**src/rtl/rf_hilo_pkg.sv**
```systemverilog
// Shared register-file definitions: GPR address/data types and the writeback
// HI/LO bus field layout used by both the register file and writeback.
package rf_hilo_pkg;

    localparam int REG_W    = 32;
    localparam int ADDR_W   = 5;
    localparam int NUM_REGS = 32;

    typedef logic [ADDR_W-1:0] RegAddrBus;
    typedef logic [REG_W-1:0]  RegBus;

    localparam RegBus     ZeroWord   = '0;
    localparam RegAddrBus NOPRegAddr = '0;

    localparam int HILO_W      = 2 + 2 * REG_W;
    localparam int HILO_HI_WE  = 65;
    localparam int HILO_LO_WE  = 64;
    localparam int HILO_HI_MSB = 63;
    localparam int HILO_HI_LSB = 32;
    localparam int HILO_LO_MSB = 31;
    localparam int HILO_LO_LSB = 0;

    typedef logic [HILO_W-1:0] HiloBus;

    function automatic HiloBus pack_hilo(logic hi_we, logic lo_we, RegBus hi, RegBus lo);
        HiloBus v;
        v = '0;
        v[HILO_HI_WE]                  = hi_we;
        v[HILO_LO_WE]                  = lo_we;
        v[HILO_HI_MSB:HILO_HI_LSB]     = hi;
        v[HILO_LO_MSB:HILO_LO_LSB]     = lo;
        return v;
    endfunction

endpackage

```
**src/rtl/rf_hilo_if.sv**
```systemverilog
// Register-file bus: two combinational read ports, one GPR write port from
// writeback, the HI/LO writeback bus and the HI/LO read values.
interface rf_hilo_if;
    import rf_hilo_pkg::*;

    RegAddrBus raddr1;
    RegBus     rdata1;
    RegAddrBus raddr2;
    RegBus     rdata2;
    logic      we;
    RegAddrBus waddr;
    RegBus     wdata;
    HiloBus    hilo_bus;
    RegBus     hi_o;
    RegBus     lo_o;

    modport master (
        output raddr1, raddr2, we, waddr, wdata, hilo_bus,
        input  rdata1, rdata2, hi_o, lo_o
    );

    modport slave (
        input  raddr1, raddr2, we, waddr, wdata, hilo_bus,
        output rdata1, rdata2, hi_o, lo_o
    );

endinterface

```
**src/rtl/rf_hilo.sv**
```systemverilog
// 32x32 GPR file with HI/LO registers; optional same-cycle write forwarding to
// every read output. All outputs are forced to zero while rst is low.
module rf_hilo
    import rf_hilo_pkg::*;
#(
    parameter bit RF_BYPASS = 1'b1
) (
    input  logic       clk,
    input  logic       rst,
    rf_hilo_if.slave   bus
);

    RegBus r_gpr [NUM_REGS];
    RegBus r_hi;
    RegBus r_lo;

    logic  w_gpr_we;
    logic  w_hi_we;
    logic  w_lo_we;
    RegBus w_hi_wdata;
    RegBus w_lo_wdata;
    RegBus w_rdata1;
    RegBus w_rdata2;
    RegBus w_hi;
    RegBus w_lo;

    assign w_gpr_we   = bus.we && (bus.waddr != NOPRegAddr);
    assign w_hi_we    = bus.hilo_bus[HILO_HI_WE];
    assign w_lo_we    = bus.hilo_bus[HILO_LO_WE];
    assign w_hi_wdata = bus.hilo_bus[HILO_HI_MSB:HILO_HI_LSB];
    assign w_lo_wdata = bus.hilo_bus[HILO_LO_MSB:HILO_LO_LSB];

    always_ff @(posedge clk or negedge rst) begin
        if (!rst) begin
            for (int i = 0; i < NUM_REGS; i++) begin
                r_gpr[i] <= ZeroWord;
            end
            r_hi <= ZeroWord;
            r_lo <= ZeroWord;
        end else begin
            if (w_gpr_we) begin
                r_gpr[bus.waddr] <= bus.wdata;
            end
            if (w_hi_we) begin
                r_hi <= w_hi_wdata;
            end
            if (w_lo_we) begin
                r_lo <= w_lo_wdata;
            end
        end
    end

    // Index 0 is hardwired to zero on read, independent of stored contents.
    always_comb begin
        w_rdata1 = ZeroWord;
        if (!rst || bus.raddr1 == NOPRegAddr) begin
            w_rdata1 = ZeroWord;
        end else if (RF_BYPASS && w_gpr_we && bus.waddr == bus.raddr1) begin
            w_rdata1 = bus.wdata;
        end else begin
            w_rdata1 = r_gpr[bus.raddr1];
        end
    end

    always_comb begin
        w_rdata2 = ZeroWord;
        if (!rst || bus.raddr2 == NOPRegAddr) begin
            w_rdata2 = ZeroWord;
        end else if (RF_BYPASS && w_gpr_we && bus.waddr == bus.raddr2) begin
            w_rdata2 = bus.wdata;
        end else begin
            w_rdata2 = r_gpr[bus.raddr2];
        end
    end

    always_comb begin
        w_hi = ZeroWord;
        w_lo = ZeroWord;
        if (rst) begin
            w_hi = (RF_BYPASS && w_hi_we) ? w_hi_wdata : r_hi;
            w_lo = (RF_BYPASS && w_lo_we) ? w_lo_wdata : r_lo;
        end
    end

    assign bus.rdata1 = w_rdata1;
    assign bus.rdata2 = w_rdata2;
    assign bus.hi_o   = w_hi;
    assign bus.lo_o   = w_lo;

endmodule

```
**src/flat_wrapper.sv**
```systemverilog
// flat-port wrapper written by rule: the top's interface ports become plain ports
module rf_hilo_flat import rf_hilo_pkg::*;
#(
    parameter bit RF_BYPASS = 1'b1
)
  (clk, rst, bus_raddr1, bus_raddr2, bus_we, bus_waddr, bus_wdata, bus_hilo_bus, bus_rdata1, bus_rdata2, bus_hi_o, bus_lo_o);
  rf_hilo_if bus_i ();
  input  logic clk;
  input  logic rst;
  input wire logic [$bits(bus_i.raddr1)-1:0] bus_raddr1;
  input wire logic [$bits(bus_i.raddr2)-1:0] bus_raddr2;
  input wire logic [$bits(bus_i.we)-1:0] bus_we;
  input wire logic [$bits(bus_i.waddr)-1:0] bus_waddr;
  input wire logic [$bits(bus_i.wdata)-1:0] bus_wdata;
  input wire logic [$bits(bus_i.hilo_bus)-1:0] bus_hilo_bus;
  output wire logic [$bits(bus_i.rdata1)-1:0] bus_rdata1;
  output wire logic [$bits(bus_i.rdata2)-1:0] bus_rdata2;
  output wire logic [$bits(bus_i.hi_o)-1:0] bus_hi_o;
  output wire logic [$bits(bus_i.lo_o)-1:0] bus_lo_o;
  assign bus_i.raddr1 = bus_raddr1;
  assign bus_i.raddr2 = bus_raddr2;
  assign bus_i.we = bus_we;
  assign bus_i.waddr = bus_waddr;
  assign bus_i.wdata = bus_wdata;
  assign bus_i.hilo_bus = bus_hilo_bus;
  assign bus_rdata1 = bus_i.rdata1;
  assign bus_rdata2 = bus_i.rdata2;
  assign bus_hi_o = bus_i.hi_o;
  assign bus_lo_o = bus_i.lo_o;
  rf_hilo #(.RF_BYPASS(RF_BYPASS)) u_core (.clk(clk), .rst(rst), .bus(bus_i));
endmodule
```
**config.mk**
```make
export PLATFORM = sky130hd
export DESIGN_NAME = rf_hilo_flat
export DESIGN_NICKNAME = d
export VERILOG_FILES = /design/src/rtl/rf_hilo_pkg.sv /design/src/rtl/rf_hilo_if.sv /design/src/rtl/rf_hilo.sv /design/src/flat_wrapper.sv
export SDC_FILE = /design/constraint.sdc
export NUM_CORES = 2
export LEC_CHECK = 0
export BUFFER_PORTS_ARGS = -buffer_cell sky130_fd_sc_hd__clkbuf_2
export CAP_MARGIN = 10
export CORE_MARGIN = 2
export CORE_UTILIZATION = 25
export CTS_CLUSTER_DIAMETER = 200
export DETAILED_ROUTE_END_ITERATION = 12
export HOLD_SLACK_MARGIN = 0.08
export SLEW_MARGIN = 10
export SYNTH_ARGS = -nofsm -noshare
export SYNTH_HDL_FRONTEND = slang
export SYNTH_SLANG_ARGS = --single-unit
```
**constraint.sdc**
```tcl
create_clock -name clk -period 3.3 [get_ports clk]
set_clock_uncertainty 0.15 [all_clocks]
set_input_delay 0.66 -clock clk [delete_from_list [all_inputs] [get_ports clk]]
set_output_delay 0.66 -clock clk [all_outputs]
set_load 0.1 [all_outputs]
```
# Word level (Yosys, flattened, before mapping)
# Index checks and enable logic that the tools add are counted.
word_totals:
  out_inout_bits: 128
  input_bits: 116
  reg_bits: 1088
  word_cells: 70
op_classes:
  n_reduce_logical: 10
  n_mux: 17
  n_eq_ne: 2
  bitwise: 3
  order_cmp: 4
op_table:
  columns: ["operator", "n"]
  rows:
  - ["bitwise mux 1024 bit", 1]
  - ["two-way mux 32 bit", 13]
  - ["binary-select mux 32 bit (select 5 bit)", 2]
  - ["demux 32 bit (select 5 bit)", 1]
  - ["greater-or-equal comparator 6 bit (second input constant)", 3]
  - ["inverter 5 -> 6 bit", 3]
  - ["equality test 5 bit", 2]
  - ["logical NOT 5 bit", 2]
  - ["less-than comparator 6 x 1 -> 1 bit (second input constant)", 1]
  - ["nonzero test 5 bit", 1]
  - ["logical AND 1 bit", 4]
  - ["logical OR 1 bit", 2]
  - ["logical NOT 1 bit", 1]

# Longest topological paths before layout
depth:
  depth_word: 6
  mapped_depth: 9

# Worst setup path after synthesis
# Ideal clock, no wire load.
synth_timing:
  path_type: "input-to-output"
  start: "input port bus_waddr[3]"
  end: "output port bus_rdata1[10]"
  arrival_ns: 2.730
  path_buffers: 2
  stages: 7
  setup_slack_ns: -0.240
  cell_sequence: "buf_2 -> or3_4 -> o31a_1 -> a31o_2 -> buf_2 -> a21oi_1 -> a221o_1"
synth_via:
  elab_chain_len: 5
synth_lines:
  columns: ["element", "line", "source"]
  rows:
  - ["from (decl)", "flat_wrapper.sv:13", "input wire logic [$bits(bus_i.waddr)-1:0] bus_waddr;"]
  - ["nonzero test 5 bit", "rf_hilo.sv:27", "assign w_gpr_we = bus.we && (bus.waddr != NOPRegAddr);"]
  - ["logical AND 1 bit", "rf_hilo.sv:27", null]
  - ["logical AND 1 bit (*)", "rf_hilo.sv:58", "end else if (RF_BYPASS && w_gpr_we && bus.waddr == bus.raddr1) begin"]
  - ["two-way mux 32 bit (*)", "rf_hilo.sv:58", null]
  - ["two-way mux 32 bit (*)", "rf_hilo.sv:56", "if (!rst || bus.raddr1 == NOPRegAddr) begin"]
  - ["to (decl)", "flat_wrapper.sv:16", "output wire logic [$bits(bus_i.rdata1)-1:0] bus_rdata1;"]
# Mark *: on every way between the ends. The rest lies on a longest branch, timed or not.

# Worst setup path in the final report
layout_timing:
  start: "input port bus_waddr[3]"
  end: "output port bus_rdata2[10]"
layout_via:
  elab_chain_len: 5
layout_lines:
  columns: ["element", "line", "source"]
  rows:
  - ["nonzero test 5 bit", "rf_hilo.sv:27", null]
  - ["logical AND 1 bit", "rf_hilo.sv:27", null]
  - ["logical AND 1 bit (*)", "rf_hilo.sv:69", "end else if (RF_BYPASS && w_gpr_we && bus.waddr == bus.raddr2) begin"]
  - ["two-way mux 32 bit (*)", "rf_hilo.sv:69", null]
  - ["two-way mux 32 bit (*)", "rf_hilo.sv:67", "if (!rst || bus.raddr2 == NOPRegAddr) begin"]
  - ["to (decl)", "flat_wrapper.sv:17", "output wire logic [$bits(bus_i.rdata2)-1:0] bus_rdata2;"]
# Marks and branches as above.

==> results.md <==
* Sw Share at roughly 30%
* Filler cell count at approximately 22k
* Worst Setup End Kind: output pin
* Synth-to-Final Area Change at 30.61%
* Mapped Area at ~58000 µm²
* RSZ-0062 raised after global routing: yes
* Switch Pwr at 12380 µW
* Final worst setup slack at -0.3055 ns
* WL per Instance at approximately 27 µm
* PwrDens at about 540 nW/µm²
* Slowest stage delay, CP at 0.41 ns
* DR vias/cell at roughly 5.3
* Routed wire length at just over 200 mm
* Die width at 486.8 µm
* Total grt overflow at 0
* Final slew viol count at 0
* Cell leakage power at roughly 0.033 µW
* Status: finished, violations left
* Commonest cells after routing, fill and taps aside: dfrtp_1 (1088), mux2_2 (1055), mux4_2 (352), mux2i_1 (328), buf_4 (320)
* Most common cell after layout, fill and taps aside: dfrtp_1
* Utilization after layout at 32.80%
* Post-Synthesis Cells at just over 4k
* DRC viols at 0
* Placed cells at 7307
* Slew margin rel. at between 40 and 50%
* CTS root buf: clkbuf_16
* Gr usage total at 16.52%
* Insertion delay to the later sink of the worst-skew pair at 0.72 ns
* Bufs on Longest Clock Path at 3
* Failing checks: setup timing
* Fin cells at 7702
* Syn avg cell area at ~14 µm²
* Clock network power share at 32.3%
* Period minus WS final at 3.605 ns
* Cell Rows at between 150 and 200
* 1st-pass router iterations at 6
* Arrival time worst endpoint at approximately 2.8 ns
* TritonCTS clock tree: built
* Primary FF master, synth: dfrtp_1
* Max layer used: met4
* CP Cell Sequence: clkbuf_16 > or3_4 > o31ai_4 > buf_4 > o311ai_4 > buf_12 > a21oi_2 > a211o_2 > buf_12
* Vias in the first global route at 41.97k
* Seq/Total Area, Yosys at between 40% and 50%
* Vias at 40.47k
* Cell internal pwr at between 20000 and 30000 µW
* Max stage delay cell, worst path: or3_4
* CP required at ~2.5 ns
* Max Fclk at around 0.28 GHz
* Gate power share at between 20% and 30%
* Ys Warns at 0
* Initial antenna violation count at 7
* Netlist cell types at 50
* Final hold vios at 0
* Setup TNS at -12.29 ns
* CTS H-tree lvls at 3
* I/O Buffers at around 240
* M1 WL at around 86 mm
* Crit path kind: input port to output pin
* CP most frequent cell: buf_12
* Hold Path Class: input port to asynchronous set/reset pin
* Core Area at 232100 µm²
* Worst-Margin Slew at 0.8914 ns
* Initial Utilization at between 20% and 30%
* Worst path buffer plus inverter count at 4
* I/O pin cnt at 244
* Largest net degree at the start of global routing at 135
* Final nets at approximately 4.7k
* Clk sinks at ~1.1k
* CP max FO at 15
* Peak VDD IR at 0.0004343 V
* Routability Congestion at about 0.8
* Async SR Flop Fraction at 100.0%
* Register share of total power at a little over two fifths
* Startpoint types: input port
* Clk slew on worst S/H paths at 0.06 ns
* Syn Nets at 4187
* # setup viols final at between 60 and 70
* Crit path max-delay family: compound AO/OA/AOI/OAI gates
* Yosys reg bits at 1088
* Detailed placement HPWL at about 130 mm
* Final Cycle Share at 109.3%
* Detail Route met2 WL at about 98 mm
* Metal3 WL at between 10 and 15 mm
* 1st-iter DRT viols at 3493
* Number of synthesized flops with an enable pin at 0
* Die Area at roughly 240000 µm²
* First-pass GRT wire length at between 200 and 300 mm
* TritonCTS Buffers at 110
* Die height at 486.8 µm
* Antenna viol nets, final at 0
* Max-capacitance violation count at 0
* Layout cells sized above 1 at between 50% and 60%
## routing by layer
layer / vias up / global-route usage, %
li1: 16770 / -
met3: 378 / 3.143
met1: 21820 / 21.82
met4: 0 / 4.685
met2: 1503 / 27.49
met5: - / 0
## flip-flops by register name, indices dropped and copies added (netlist names)
signal        cells
u_core.r_hi      32
u_core.r_lo      32
u_core.r_gpr   1024
## power groups by stage
stage | sequential, µW | clock (µW) | combinational [µW]
2_1_floorplan | 17100 | 0 | 6780
3_3_place_gp | 17600 | 0 | 9230
3_5_place_dp | 17700 | 0 | 9420
4_1_cts | 17500 | 13600 | 10000
5_1_grt | 17900 | 14200 | 11000
6_report | 17600 | 13400 | 10400
## cell usage after synthesis (35+ instances only)
cell type	n	area share [%]
a211oi_1	64	0.82
nor2b_1	35	0.38
buf_2	143	1.2
mux4_2	352	14
clkbuf_1	229	1.5
and2_1	65	0.70
buf_4	35	0.45
a22oi_1	96	1.2
nand2_1	52	0.33
a221oi_1	160	2.4
mux2_2	1055	20
a21oi_1	65	0.56
dfrtp_1	1088	47
o21bai_1	64	0.82
mux2i_1	353	6.1
## logic make-up after synthesis
group,Yosys count,synth area share (%)
AO/OA/AOI/OAI,551,7.304
flip-flops,1088,46.72
AND/OR/NAND/NOR,196,1.928
XOR/XNOR,9,0.1352
multiplexers,1761,40.07
buffers and inverters,466,3.849
## final cells by class
| type | count | area, µm² | area share, % |
|---|---|---|---|
| clock inverters | 39 | 515.5 | 0.6772 |
| clock buffers | 166 | 3266 | 4.290 |
| flip-flops and latches | 1088 | 27230 | 35.77 |
| repair buffers | 846 | 10360 | 13.61 |
| well taps | 3043 | 3807 | 5.002 |
| multi-input cells | 2517 | 30940 | 40.64 |
| inverters | 2 | 8.758 | 0.01151 |
| diodes | 1 | 2.502 | 0.003287 |
## worst min-delay path, stage by stage
cell and delay (ns):
buf_8 0.14, buf_12 0.26, buf_16 0.30
## timing repair
item,CTS,global route
setup endpoints to repair,64,64
endpoints found under the hold margin,181,0
cloned,23,14
setup buffers,59,48
pin swaps,89,90
gates resized for setup,291,228
hold buffers,67,0
## metrics by stage
stage	area, µm²	worst slack, ns	hold slack, ns	total power (µW)
2_1_floorplan	58370	0.001158	0.2144	23900
3_3_place_gp	67430	-0.8417	0.2269	26790
3_5_place_dp	67430	-0.7640	0.2333	27140
4_1_cts	74460	-0.2675	0.08173	41120
5_1_grt	76120	-0.3363	0.1255	43050
6_report	76120	-0.3055	0.09942	41410
## path summary, 6_finish.rpt
check	startpoint	end	slack, ns	depth (start not counted)
hold / removal	rst	u_core.r_lo[19]$_DFF_PN0_	0.1	3
setup / recovery	bus_waddr[3]	bus_rdata2[10]	-0.31	9
min in group clk	bus_wdata[24]	u_core.r_gpr[568]$_DFFE_PN0P_	0.15	2
hold reg to reg	u_core.r_gpr[1008]$_DFFE_PN0P_	u_core.r_gpr[1008]$_DFFE_PN0P_	0.25	0
setup reg to reg	u_core.r_gpr[923]$_DFFE_PN0P_	u_core.r_gpr[923]$_DFFE_PN0P_	2.24	2
max in group asynchronous	rst	u_core.r_gpr[113]$_DFFE_PN0P_	1.65	3
Note: power is estimated with default switching activity, not from simulation.
